<file path="config.mk">
export PLATFORM = sky130hd
export DESIGN_NAME = sr_latch_driver
export DESIGN_NICKNAME = d
export VERILOG_FILES = /design/src/rtl/sr_latch_driver.sv
export SDC_FILE = /design/constraint.sdc
export NUM_CORES = 1
export LEC_CHECK = 0
export CAP_MARGIN = 30
export CORE_ASPECT_RATIO = 1.4
export CORE_MARGIN = 3
export CORE_UTILIZATION = 30
export DETAILED_ROUTE_END_ITERATION = 7
export GPL_ROUTABILITY_DRIVEN = 1
export SLEW_MARGIN = 30
export SYNTH_ARGS = -nofsm -noshare
export SYNTH_HDL_FRONTEND = slang
export SYNTH_SLANG_ARGS = --single-unit
</file>
<file path="constraint.sdc">
create_clock -name clk -period 2.3 [get_ports clk]
set_input_delay 0.69 -clock clk [delete_from_list [all_inputs] [get_ports clk]]
set_output_delay 0.69 -clock clk [all_outputs]
set_load 0.02 [all_outputs]
</file>
<file path="src/rtl/sr_latch_driver.sv">
// sr_latch_driver: drives S/R of an external RS latch with timed, mutually
// exclusive pulses, then checks the latch's Q/Q_ feedback after a recovery gap.
module sr_latch_driver #(
    parameter int PULSE_W = 4,
    parameter int RECOV_W = 2,
    parameter int CNT_W   = 8
) (
    input  logic clk,
    input  logic rst_n,
    input  logic req,
    input  logic target,
    input  logic clr_err,
    input  logic Q_fb,
    input  logic Qn_fb,
    output logic S,
    output logic R,
    output logic busy,
    output logic ack,
    output logic err,
    output logic state_q
);

    typedef enum logic [1:0] {
        IDLE  = 2'd0,
        PULSE = 2'd1,
        RECOV = 2'd2,
        CHECK = 2'd3
    } state_t;

    localparam logic [CNT_W-1:0] PULSE_LAST = CNT_W'(PULSE_W - 1);
    localparam logic [CNT_W-1:0] RECOV_LAST = CNT_W'(RECOV_W - 1);

    state_t           state, state_d;
    logic [CNT_W-1:0] cnt, cnt_d;
    logic             tgt, tgt_d;
    logic             known, known_d;
    logic             state_q_d;
    logic             err_d;
    logic             s_d, r_d, ack_d, busy_d;
    logic             mism;

    // State, counter and every output are registered; next values come from
    // the combinational block so the outputs line up with the state they
    // describe (e.g. ack is high in exactly the CHECK cycle).
    always_ff @(posedge clk or negedge rst_n) begin
        if (!rst_n) begin
            state   <= IDLE;
            cnt     <= '0;
            tgt     <= 1'b0;
            known   <= 1'b0;
            state_q <= 1'b0;
            err     <= 1'b0;
            S       <= 1'b0;
            R       <= 1'b0;
            ack     <= 1'b0;
            busy    <= 1'b0;
        end else begin
            state   <= state_d;
            cnt     <= cnt_d;
            tgt     <= tgt_d;
            known   <= known_d;
            state_q <= state_q_d;
            err     <= err_d;
            S       <= s_d;
            R       <= r_d;
            ack     <= ack_d;
            busy    <= busy_d;
        end
    end

    // Next-state logic plus registered-output precompute.
    always_comb begin
        state_d   = state;
        cnt_d     = cnt;
        tgt_d     = tgt;
        known_d   = known;
        state_q_d = state_q;
        mism      = 1'b0;

        case (state)
            IDLE: begin
                if (req) begin
                    tgt_d = target;
                    // Latch already holds the requested value: no pulse needed.
                    if (known && (target == state_q)) begin
                        state_d = CHECK;
                    end else begin
                        state_d = PULSE;
                        cnt_d   = '0;
                    end
                end
            end
            PULSE: begin
                if (cnt == PULSE_LAST) begin
                    state_d = RECOV;
                    cnt_d   = '0;
                end else begin
                    cnt_d = cnt + 1'b1;
                end
            end
            RECOV: begin
                if (cnt == RECOV_LAST) begin
                    state_d = CHECK;
                    cnt_d   = '0;
                end else begin
                    cnt_d = cnt + 1'b1;
                end
            end
            CHECK: begin
                // Q=Q_=1 (or 0) is caught here too since both bits are compared.
                mism      = (Q_fb != tgt) || (Qn_fb != ~tgt);
                state_q_d = tgt;
                known_d   = 1'b1;
                state_d   = IDLE;
            end
            default: state_d = IDLE;
        endcase

        // S and R are decoded from one target bit gated by PULSE, so they can
        // never be high together.
        s_d    = (state_d == PULSE) &&  tgt_d;
        r_d    = (state_d == PULSE) && !tgt_d;
        ack_d  = (state_d == CHECK);
        busy_d = (state_d != IDLE);
        // A fresh mismatch beats a coincident clear.
        err_d  = mism | (err & ~clr_err);
    end

endmodule

</file>
-- After elaboration in Yosys (flattened, before gate mapping)
Cells that the tools add are included.
- word-level logic and storage cells: 49
- register bits after elaboration: 18
- input bits: 7
- reductions and logical operators: 9
- eq/ne operators: 12
- bitwise operators: 4
- mux-type cells: 13
- $add $sub $neg: 1
- operator list (cell ; number):
    $mux 8 ; 4
    $pmux 8 s3 ; 1
    $add 8x1->8 const B ; 1
    $eq 8x1->1 const B ; 1
    $eq 8x2->1 const B ; 1
    $mux 2 ; 4
    $pmux 2 s4 ; 1
    $eq 2x2->1 const B ; 3
    $eq 2x1->1 const B ; 2
    $ne 2x2->1 const B ; 2
    $logic_and 1x1->1 ; 3
    $mux 1 ; 3
    $reduce_and 3->1 ; 1
    $reduce_bool 3->1 ; 1
    $logic_not 2->1 ; 1
    $ne 1x1->1 ; 2
    $not 1->1 ; 2
    $reduce_bool 2->1 ; 1
    $and 1x1->1 ; 1
    $eq 1x1->1 ; 1
    $logic_not 1->1 ; 1
    $logic_or 1x1->1 ; 1
    $or 1x1->1 ; 1

-- Logic depth before layout (Yosys ltp)
- depth in word-level cells: 7
- mapped depth: 7
- mapped depth without buffers: 6

-- Least setup slack after synthesis
OpenSTA, ideal clock, no wires.
- path type: register -> register
- start point: reg state[0]
- end point: reg cnt[5]
- cell stages (with the launch flop): 8
- path slack: 0.428 ns
- arrival: 1.792 ns
- library setup time: 0.080 ns
- clock period less this slack: 1.872 ns
- path buffers: 1
- path through: dfrtp_1 -> inv_1 -> ha_1 -> nor2b_1 -> a311o_1 -> buf_6 -> or3_1 -> o211ai_2
- cells in the longest elaborated chain, start to end: 3
- elaborated cells on any way between the ends: 8
- those cells by class: eq/ne: 4; mux: 1; reduce/logical: 3
- ends and longest elaborated chain (element ; line ; RTL):
    start: declaration ; 33 ; state_t state, state_d;
    start signal: assignment ; 58 ; state <= state_d;
    $eq 2x2->1, or another cell as far along ; 80 ; case (state)
    $reduce_bool 3->1 (no source line) / $ne 2x2->1 (equally long branches) ; -- ;
    $reduce_and 3->1 (no source line) ; -- ;
    end signal: assignment ; 59 ; cnt <= cnt_d;
    end: declaration ; 34 ; logic [CNT_W-1:0] cnt, cnt_d;
Several ways; a longest one is shown, not always the timed one.
A chain may end at the register's enable or synchronous reset.

-- Final worst setup path
- start point: in target
- end point: reg cnt[5]
- cells in the longest elaborated chain, start to end: 4
- ends and longest elaborated chain (element ; line ; RTL):
    start: declaration ; 11 ; input logic target,
    $eq 1x1->1 ; 85 ; if (known && (target == state_q)) begin
    $logic_and 1x1->1 ; 85 ;
    $ne 2x2->1 (no source line) ; -- ;
    $reduce_and 3->1 (no source line) ; -- ;
Every way passes these cells.

==> results.md <==
* Outcome: finished clean
* Hold worst-path end: known
* # nets final at 145
* Hold Crit Depth at 1
* Synth cell types at 34
* Maximum root-to-sink buffer count at 2
* Synth Cell Area at 1081 sq um
* Crit end category: flip-flop
* 1st-iter DRT viols at 19
* Power density of the placed cells at 452.2 nW/um^2
* Yosys top cell by area: sky130_fd_sc_hd__dfrtp_1
* Count of synthesis-stage warnings from yosys at 0
* Number of setup buffers added after CTS at 0
* Clk root buf: sky130_fd_sc_hd__clkbuf_8
* Final setup margin at 324.2 ps
* Placement-stage cell area at 1277 sq um
* Number of cells in the design after placement at 164
* Setup slack after placement at 43.73 ps
* Clock tree sinks at 18
* I/O pins at 13
* Launching point of the worst reg2reg path: state[0]
* Post-route ant nets at 0
* CTS clk-pin slew, worst paths at 70 ps
* FF-to-FF path depth at 6
* Core region area at 3410 sq um
* Number of buffers added by the clock tree synthesis step at 3
* Number of antenna violations at the first check in global routing at 0
* Arrival time reported for the critical path endpoint at 2160 ps
* # rows at 25
* Synthesized netlist net count at 124
* Fin. max-slew vios at 0
* Most frequent standard cell in the layout excluding fill and tap cells: sky130_fd_sc_hd__dfrtp_1
* Detailed-router iteration count before antenna repair at 4
* Min cycle time layout at 1976 ps
* Worst skew pair latency at 260 ps
* Layout-stage area growth over the synthesis result at 23.26%
* Routed WL at 2331 um
* Type of the worst setup path: in2reg
* Global-route wire length before repair at 4002 um
* Avg Synthesized Cell Area at 10.01 sq um
* PostCTS Resize Cnt at 0
* H-tree depth at 1
* Vertical extent of the die at 77.03 um
* Clock tree from TritonCTS: yes
* Via count at 888
* CTS Hold Bufs at 0
* Number of global-route vias before repair at 897
* Post-Syn Instances at 108
* Die extent in x at 56.74 um
* Critical path cell sequence: clkdlybuf4s50_1, xnor2_1, a311o_1, or3_1, o211ai_2
* Leak Pwr at 0.5527 nW
* Post-route insts no fill at 168
* Max cap viols at 0
* R2R Path End: cnt[5]
* Effective utilization at floorplan at 0.3171
* Largest net degree at the start of global routing at 19
* Seq/Total Area, Yosys at 0.4167
* Slew at the pin closest to its max-slew limit at 390.2 ps
* Avg Vias per Cell at 5.286
* Critical Path RT at 2480 ps
* Top cells by area, synth: sky130_fd_sc_hd__dfrtp_1 (42%), sky130_fd_sc_hd__ha_1 (10%), sky130_fd_sc_hd__nand2_1 (5.9%)
* Type of element launching the critical path: input port
* Diodes inserted at 0
* Number of storage elements in the synthesis netlist at 18
* Post-detail-place hpwl at 1793 um
* Register-to-register setup slack at 390 ps
* Drc violations at 0
* Final Wtd Congestion at 0.8254
* Worst vdd ir at 0.0003499 V
* Path class of the lowest-slack min-delay path: reg2reg
* Fraction of final layout cells with drive strength greater than 1 at 0.1484
* Total global routing track utilization at 0.1154
* Startpoint of the worst hold path: known
* Area fraction of the dominant cell type after synthesis at 0.4167
* Peak Freq at 506.1 MHz
* Post-Layout Inst Area at 1333 sq um
* Highest-count cells in the layout ignoring fill and taps: sky130_fd_sc_hd__dfrtp_1 (18), sky130_fd_sc_hd__nand2_1 (17), sky130_fd_sc_hd__clkdlybuf4s50_1 (12)
* Setup clock skew after layout at 2.826 ps
* DIE AREA at 4370 sq um
* Hold violation total from the final report at 0
* Peak fanout along the critical path at 3
* Total negative slack at 0 ps
* Maximum cell stage delay along the critical path at 430 ps
* RSZ-0062 raised after global routing: false
* Highest-delay cell along the critical path: sky130_fd_sc_hd__clkdlybuf4s50_1
* Slew Limit Headroom at 0.7390
* Global route overflow at 0
* Fin crit share at 0.8590
* DR WL/cell at 13.88 um
* Input/output buffers at 12
* Final setup violation count at 0
-- flip-flops by register name (all words and copies together) (netlist names) --
register,flops
cnt,8
S,1
state_q,1
R,1
err,1
ack,1
tgt,1
state,2
known,1
busy,1
-- cell type report --
type | instances | area, sq um
multi-input combinational | 80 | 585.6
clock buffer | 4 | 55.05
timing repair buffer | 17 | 157.7
inverter | 9 | 33.78
fill | 338 | 2077
sequential | 18 | 450.4
tap | 40 | 50.05
-- through the flow --
stage | hold slack (ps) | utilization | power (mW)
after global placement | 514.2 | 0.3747 | 0.3451
after CTS | 548.1 | 0.3908 | 0.6131
after detailed placement | 531.3 | 0.3747 | 0.3455
after floorplan | 394.4 | - | 0.3244
after global routing | 587.3 | 0.3908 | 0.6274
final | 541.1 | 0.3908 | 0.6026
-- cell usage after synthesis, drive strengths merged --
master   number
or3           1
o21ai         6
nand3b        1
a311o         1
a41o          1
nor2          4
o311ai        1
buf           1
a311oi        2
o2111ai       5
nand2        17
nand3         3
a21boi        1
xnor2         1
a21oi         1
or2           2
ha            9
nand2b        1
nor2b         3
nor3          3
o21a          1
inv           9
o31ai         2
mux2          2
nor4          2
dfrtp        18
o211ai        5
a211oi        3
a31oi         2
-- per-layer routing --
metal  routed length, um  GRT usage  vias up  share of wire
li1                    -          -      436              -
met1                 973     0.1288      432           0.42
met2                1262     0.2106       15           0.54
met3                  52    0.01684        5          0.022
met4                  42    0.05104        0          0.018
met5                   0          0        -              0
-- logic make-up (layout without fill, tap and decap cells) --
group,count (synthesis),count (layout),synth area share
fa+ha+maj,9,9,0.1042
mux,2,2,0.02083
flops,18,18,0.4167
xor+xnor,1,1,0.008103
simple gates,37,37,0.1736
buf+inv,10,30,0.04166
compound gates,31,31,0.2349
-- worst max path at each step --
stage | from | to | slack, ps
final | target | cnt[5] | 320
after global routing | target | cnt[5] | 270
after CTS | target | cnt[5] | 320
after detailed placement | target | cnt[5] | 40
after global placement | target | cnt[5] | 80
after floorplan | state[0] | cnt[5] | 430
-- critical path, delay by kind of cell --
family          cells  cell delay, ps
compound gates      2             510
buf+inv             1             430
simple gates        1             360
xor+xnor            1             170
-- report_power, final --
part	leakage, nW	switching (mW)	internal, mW
Combinational	0.308	0.0104	0.0120
Sequential	0.216	0.0000000000000000252	0.316
Clock	0.0288	0.111	0.152
Total	0.553	0.122	0.481
No activity file was read; power rests on OpenSTA's default activity.
